==> src/rtl/fifo_pkg.sv <==
// Shared defaults for the byte FIFO and the word packer that drains it.
// Imported by fifo_word_packer.
package fifo_pkg;

  localparam int FIFO_WIDTH = 8;
  localparam int FIFO_DEPTH = 16;
  localparam int FIFO_ADDR  = 4;
  localparam int PACK_RATIO = 4;

endpackage

==> src/rtl/fifo_word_packer.sv <==
// Drains bytes from the FIFO read port and packs RATIO of them into a word.
// Define PACKER_FLUSH_EN to enable flush of partial words with a keep mask.
module fifo_word_packer
  import fifo_pkg::*;
#(
  parameter int WIDTH = FIFO_WIDTH,
  parameter int RATIO = PACK_RATIO
) (
  input  logic                   clk,
  input  logic                   rst,
  output logic                   fifo_rd_en,
  input  logic [WIDTH-1:0]       fifo_dout,
  input  logic                   fifo_empty,
  input  logic                   flush,
  output logic                   out_valid,
  input  logic                   out_ready,
  output logic [WIDTH*RATIO-1:0] out_data,
  output logic [RATIO-1:0]       out_keep
);

  localparam int CNT_W = $clog2(RATIO);
  localparam int OW    = WIDTH * RATIO;

  typedef logic [CNT_W-1:0] cnt_t;
  typedef logic [CNT_W:0]   fill_t;

  localparam cnt_t  LAST     = cnt_t'(RATIO - 1);
  localparam fill_t NEAR_LIM = fill_t'(RATIO - 1);

  logic [RATIO-1:0][WIDTH-1:0] acc_q, acc_d;
  logic [RATIO-1:0][WIDTH-1:0] word;
  cnt_t                        cnt_q, cnt_d;
  logic                        pend_q, pend_d;
  logic                        freq_q, freq_d;
  logic [OW-1:0]               odata_q, odata_d;
  logic [RATIO-1:0]            okeep_q, okeep_d;
  logic                        ovalid_q, ovalid_d;

  logic  out_free;
  fill_t fill;
  logic  near;

  assign out_free = !ovalid_q || out_ready;
  assign fill     = {1'b0, cnt_q} + {{CNT_W{1'b0}}, pend_q};
  assign near     = fill < NEAR_LIM;

  // Reset gates the strobe so a held-low rst never pops the FIFO.
  assign fifo_rd_en = rst && !fifo_empty && !freq_q
                      && (near || out_free);

  assign out_valid = ovalid_q;
  assign out_data  = odata_q;
  assign out_keep  = okeep_q;

`ifdef PACKER_FLUSH_EN
  logic [RATIO-1:0][WIDTH-1:0] part;
  logic [RATIO-1:0]            part_keep;

  always_comb begin
    part      = '0;
    part_keep = '0;
    for (int i = 0; i < RATIO; i++) begin
      if (cnt_t'(i) < cnt_q) begin
        part[i]      = acc_q[i];
        part_keep[i] = 1'b1;
      end
    end
  end
`else
  logic unused_flush;
  assign unused_flush = flush;
`endif

  always_comb begin
    acc_d    = acc_q;
    cnt_d    = cnt_q;
    pend_d   = fifo_rd_en;
    freq_d   = freq_q;
    odata_d  = odata_q;
    okeep_d  = okeep_q;
    ovalid_d = ovalid_q && !out_ready;
    word     = acc_q;
    word[cnt_q] = fifo_dout;

    if (pend_q) begin
      acc_d[cnt_q] = fifo_dout;
      if (cnt_q == LAST) begin
        odata_d  = word;
        okeep_d  = '1;
        ovalid_d = 1'b1;
        cnt_d    = '0;
      end else begin
        cnt_d = cnt_q + cnt_t'(1);
      end
    end

`ifdef PACKER_FLUSH_EN
    // pend_q is 0 here, so this never races a landing byte.
    if (freq_q && !pend_q && out_free) begin
      if (cnt_q != '0) begin
        odata_d  = part;
        okeep_d  = part_keep;
        ovalid_d = 1'b1;
        cnt_d    = '0;
      end
      freq_d = 1'b0;
    end else if (flush) begin
      freq_d = 1'b1;
    end
`else
    freq_d = 1'b0;
`endif
  end

  always_ff @(posedge clk or negedge rst) begin
    if (!rst) begin
      acc_q    <= '0;
      cnt_q    <= '0;
      pend_q   <= 1'b0;
      freq_q   <= 1'b0;
      odata_q  <= '0;
      okeep_q  <= '0;
      ovalid_q <= 1'b0;
    end else begin
      acc_q    <= acc_d;
      cnt_q    <= cnt_d;
      pend_q   <= pend_d;
      freq_q   <= freq_d;
      odata_q  <= odata_d;
      okeep_q  <= okeep_d;
      ovalid_q <= ovalid_d;
    end
  end

endmodule

==> config.mk <==
export PLATFORM = sky130hd
export DESIGN_NAME = fifo_word_packer
export DESIGN_NICKNAME = d
export VERILOG_FILES = /design/src/rtl/fifo_pkg.sv /design/src/rtl/fifo_word_packer.sv
export SDC_FILE = /design/constraint.sdc
export NUM_CORES = 1
export LEC_CHECK = 0
export ABC_AREA = 0
export BUFFER_PORTS_ARGS = -buffer_cell sky130_fd_sc_hd__buf_2
export CAP_MARGIN = 25
export CORE_MARGIN = 5
export CORE_UTILIZATION = 49
export CTS_CLUSTER_DIAMETER = 80
export DETAILED_ROUTE_END_ITERATION = 8
export PLACE_DENSITY = 0.78
export SETUP_SLACK_MARGIN = 0.1
export SLEW_MARGIN = 40
export SYNTH_ARGS = -nofsm -noshare
export SYNTH_HDL_FRONTEND = slang
export SYNTH_SLANG_ARGS = --single-unit
==> constraint.sdc <==
create_clock -name clk -period 1.29 [get_ports clk]
set_input_delay 0.1935 -clock clk [delete_from_list [all_inputs] [get_ports clk]]
set_output_delay 0.1935 -clock clk [all_outputs]
set_load 0.05 [all_outputs]
## Yosys cells after proc, flatten, opt, wreduce, memory -nomap -nowiden

Cells that the tools add are included.

- Register bits after elaboration: 69
- Bits in latches: 0
- Bits in writable memories: 0
- Bits in read-only memories: 0
- Output and inout bits: 38
- Logic and storage cells: 31
- Memories: 0

- Add/subtract/negate cells: 2
- Multipliers: 0
- Divide/modulo/power cells: 0
- Magnitude comparators: 3
- Equal/unequal tests: 1
- Shifts and indexed selects: 0
- Multiplexer cells: 6
- Bitwise operators: 0
- Reduce and logical (&&, ||, !) cells: 10

Operators with widths:

| operator | count |
|---|---|
| 32-bit bitwise mux | 1 |
| 8-bit demux with 2-bit select | 1 |
| 8-bit 2-to-1 mux | 1 |
| 1-bit logical AND | 4 |
| 2-bit by 1-bit adder with 3-bit output | 1 |
| 1-bit logical NOT | 3 |
| 2-bit by 3-bit less-than comparator with 1-bit output (second input constant) | 1 |
| 3-bit by 2-bit less-than comparator with 1-bit output (second input constant) | 1 |
| 2-bit by 1-bit adder with 2-bit output (second input constant) | 1 |
| 2-bit == test (second input constant) | 1 |
| 2-bit by 1-bit greater-or-equal comparator with 1-bit output (second input constant) | 1 |
| 1-bit logical OR | 2 |
| 1-bit 2-to-1 mux | 2 |
| 2-bit 2-to-1 mux | 1 |
| 2-bit AND reduction | 1 |

## Longest topological paths before layout

- Word-level depth: 5
- Mapped depth: 6
- Depth with buffers taken out: 4

## Least setup slack after synthesis

No wires, ideal clock.

- Kind: register to output
- From: reg cnt_q[0]
- To: out fifo_rd_en
- Arrival time: 1469 ps
- Slack: -373 ps
- Cell stages (with the launch flop): 5
- Buffers on the path: 0
- Cell sequence: dfrtp_1 > ha_1 > ha_1 > a21oi_1 > o311a_1

- Longest elaborated chain between the ends: 4

Ends and longest elaborated chain:

| item | RTL line | source |
|---|---|---|
| start, declared | fifo_word_packer.sv:32 | `cnt_t cnt_q, cnt_d;` |
| start signal, assigned | fifo_word_packer.sv:126 | `cnt_q <= cnt_d;` |
| 2-bit by 1-bit adder with 3-bit output | fifo_word_packer.sv:44 | `assign fill = {1'b0, cnt_q} + {{CNT_W{1'b0}}, pend_q};` |
| 3-bit by 2-bit less-than comparator with 1-bit output | fifo_word_packer.sv:45 | `assign near = fill < NEAR_LIM;` |
| 1-bit logical OR | fifo_word_packer.sv:49 | `&& (near \|\| out_free);` |
| 1-bit logical AND | fifo_word_packer.sv:49 |  |
| end, declared | fifo_word_packer.sv:11 | `output logic fifo_rd_en,` |

Every way passes these cells.

## Worst setup path after layout

Ends and elaborated chain as after synthesis.

==> out/results.txt <==
CTS Root Cell -> clkbuf_8
Hold WC Path Type -> input pin to flop
Crit end category -> primary output
Post-synthesis cell type count -> 20
Crit Path Max Fanout -> 2
Switch share -> 43.4%
DRC errors left -> 0
Psw -> 4.45 mW
Finish-stage setup viols -> 61
Mean Syn Cell Area -> 12.6 sq um
Tmin final -> 1.91 ns
Layout cell share with drive strength beyond 1 -> 45.0%
Sequential power share -> 32.0%
Vias/cell -> 5.32
Violated checks -> setup timing
Flops & latches, synth -> 61
Drt pass-1 iters -> 5
Clock Path Buffers -> 2
TritonCTS clock tree -> done
Cell Pwr Density -> 2880 nW/um^2
Final HPWL DP -> 3.90 mm
Sequential cell area -> 1530 sq um
DR iter-0 viols -> 126
Crit path kind -> flop to primary output
DIE AREA -> 7100 sq um
Syn-to-layout area delta -> 32.1%
Critical path, cell by cell -> ha_2, ha_4, a21oi_2, o311a_4, buf_6
Final worst-path cycle share -> 148%
N_diodes -> 0
Mapped Nets -> 234
Multi-input logic area -> 1190 sq um
Num CTS Buffers -> 9
Gpl congestion -> 0.730
WP data required -> 1.10 ns
Grt total ovfl -> 0
WL/cell -> 17.8 um
Non-Filler Instances -> 354
# rows -> 27
Worst-margin pin slew -> 0.538 ns
Commonest non-fill, non-tap cell in the layout -> dfrtp_1
Slew Viols, Final -> 0
Peak supply drop -> 1600 uV
Critical Path Start Type -> flop
Final WL -> 6.31 mm
Combinational power share -> 52.2%
Worst EP arrival -> 1.71 ns
Worst Hold Depth -> 2
Vias in the first global route -> 1935
Port Buffers -> 49
Dpl ws -> -0.300 ns
Clock Latency Late Sink -> 0.34 ns
Die Y-Extent -> 84.3 um
P_leak -> 1.67 nW
Mapped Cells -> 215
Clock skew -> 0.00678 ns
Die W -> 84.3 um
Peak Freq -> 0.525 GHz
Syn. warnings -> 0
Register area share after synthesis -> 56.5%
Reg2reg path depth -> 4
CORE AREA -> 5440 sq um
Clock slew at reported path FFs -> 0.06 ns
Worst path slowest cell -> dfrtp_1
DRT antenna net count -> 0
Status -> finished, violations left
Placed Cells -> 332
I/O pin cnt -> 51
Fin. Hold Viols -> 0
Tot Pwr -> 10.3 mW
CTS sink cnt -> 61
Slew HR -> 64.1%
Final critical-path setup slack -> -0.616 ns
CTS HTree Levels -> 3
Initial antenna violation count -> 0
Largest stage delay on the critical path -> 0.39 ns
Internal power -> 5.82 mW
Pin count of the biggest net entering global routing -> 62
DR vias -> 1882
# nets final -> 296
Clock power frac -> 15.8%
First-pass GRT wire length -> 9.87 mm
Most frequent cells in the layout -> 59 x dfrtp_1, 46 x a21oi_1, 37 x buf_2
Filler cells -> 416
Starting density of the core -> 49.7%
Max-Cap Viols -> 0
Total track usage -> 18.2%
RSZ-0062 raised after global routing -> yes
Post-synthesis cell area -> 2700 sq um
-- layout make-up --
cell class | instances | share of cell area, %
timing repair buffer | 70 | 15.3
clock buffer | 16 | 5.33
tap | 72 | 2.52
multi-input combinational | 131 | 33.3
sequential | 61 | 42.8
inverter | 4 | 0.701
-- critical path, delay by kind of cell, from the launching register on --
kind	cells	cell delay, ns
buffers and inverters	1	0.15
DFF	1	0.39
AOI/OAI and AO/OA	2	0.36
adders and majority gates	2	0.46
-- per-layer routing --
layer / GRT usage [%] / vias up / wire (um)
met3: 5.89 / 8 / 387
met2: 30.2 / 54 / 3280
li1: - / 890 / -
met4: 7.46 / 0 / 102
met5: 0 / - / 0
met1: 21.8 / 930 / 2540
-- state kept, by name (all words and copies together) (netlist names) --
register,flops
acc_q,24
cnt_q,2
pend_q,1
out_keep,1
out_valid,1
out_data,32
-- power by group through the flow --
stage          Combinational (mW)  Clock, mW  Sequential, mW
2_1_floorplan                1.98          0            4.81
3_3_place_gp                 4.69          0            3.22
3_5_place_dp                 4.77          0            3.26
4_1_cts                      5.08       1.64            3.24
5_1_grt                      5.65       1.73            3.39
6_report                     5.36       1.62            3.29
-- Yosys cell counts --
library cell | number | area [sq um]
dfrtp_1 | 61 | 1530
a21oi_1 | 49 | 245
mux2_2 | 24 | 270
mux2i_1 | 24 | 240
a21o_1 | 8 | 60.1
and3_1 | 8 | 50.1
buf_4 | 7 | 52.6
buf_2 | 6 | 30.0
ha_1 | 6 | 75.1
buf_6 | 4 | 45.0
inv_1 | 4 | 15.0
o21ai_0 | 3 | 15.0
clkbuf_1 | 2 | 7.51
nand2_2 | 2 | 12.5
nand2_4 | 2 | 22.5
and2_1 | 1 | 6.26
nand2_1 | 1 | 3.75
nand2b_1 | 1 | 6.26
o311a_1 | 1 | 10.0
or3b_1 | 1 | 8.76
-- worst paths after layout --
kind                                   start            to  slack, ns
worst max-delay path                cnt_q[0]    fifo_rd_en      -0.62
worst min-delay path               out_ready     out_valid       0.06
worst max register to register        pend_q   out_data[8]      -0.24
worst min register to register  out_data[26]  out_data[26]       0.47
max in group asynchronous                rst   out_keep[0]       0.51
min in group asynchronous                rst     acc_q[13]       0.52
-- per-stage QoR --
stage                     setup TNS, ns  area [sq um]  hold WS (ns)  utilization (%)
final                            -12.08          3570        0.0597             65.7
after detailed placement         -10.14          3150         0.318             57.9
after global placement            -7.99          3150         0.320             57.9
after CTS                         -9.16          3460        0.0521             63.6
after floorplan                   -2.20          2780        -0.102                -
after global routing             -15.56          3570        0.0603             65.7
-- timing repair --
action | 4_1_cts | 5_1_grt
endpoints found under the hold margin | 61 | 0
hold buffers | 1 | 0
buffers inserted | 3 | 3
cloned | 0 | 0
endpoints found under the setup margin | 66 | 71
pin swaps | 2 | 2
gates resized for setup | 25 | 27
-- cells by family (layout without fill, tap and decap cells) --
family          count (synthesis)  count (layout)  synth area share [%]
buf+inv                        23              90                  5.56
mux                            48              48                  18.9
compound gates                 61              61                  12.2
simple gates                   16              16                  4.07
fa+ha+maj                       6               6                  2.78
flops                          61              61                  56.5
Note: power is estimated with default switching activity, not from simulation.
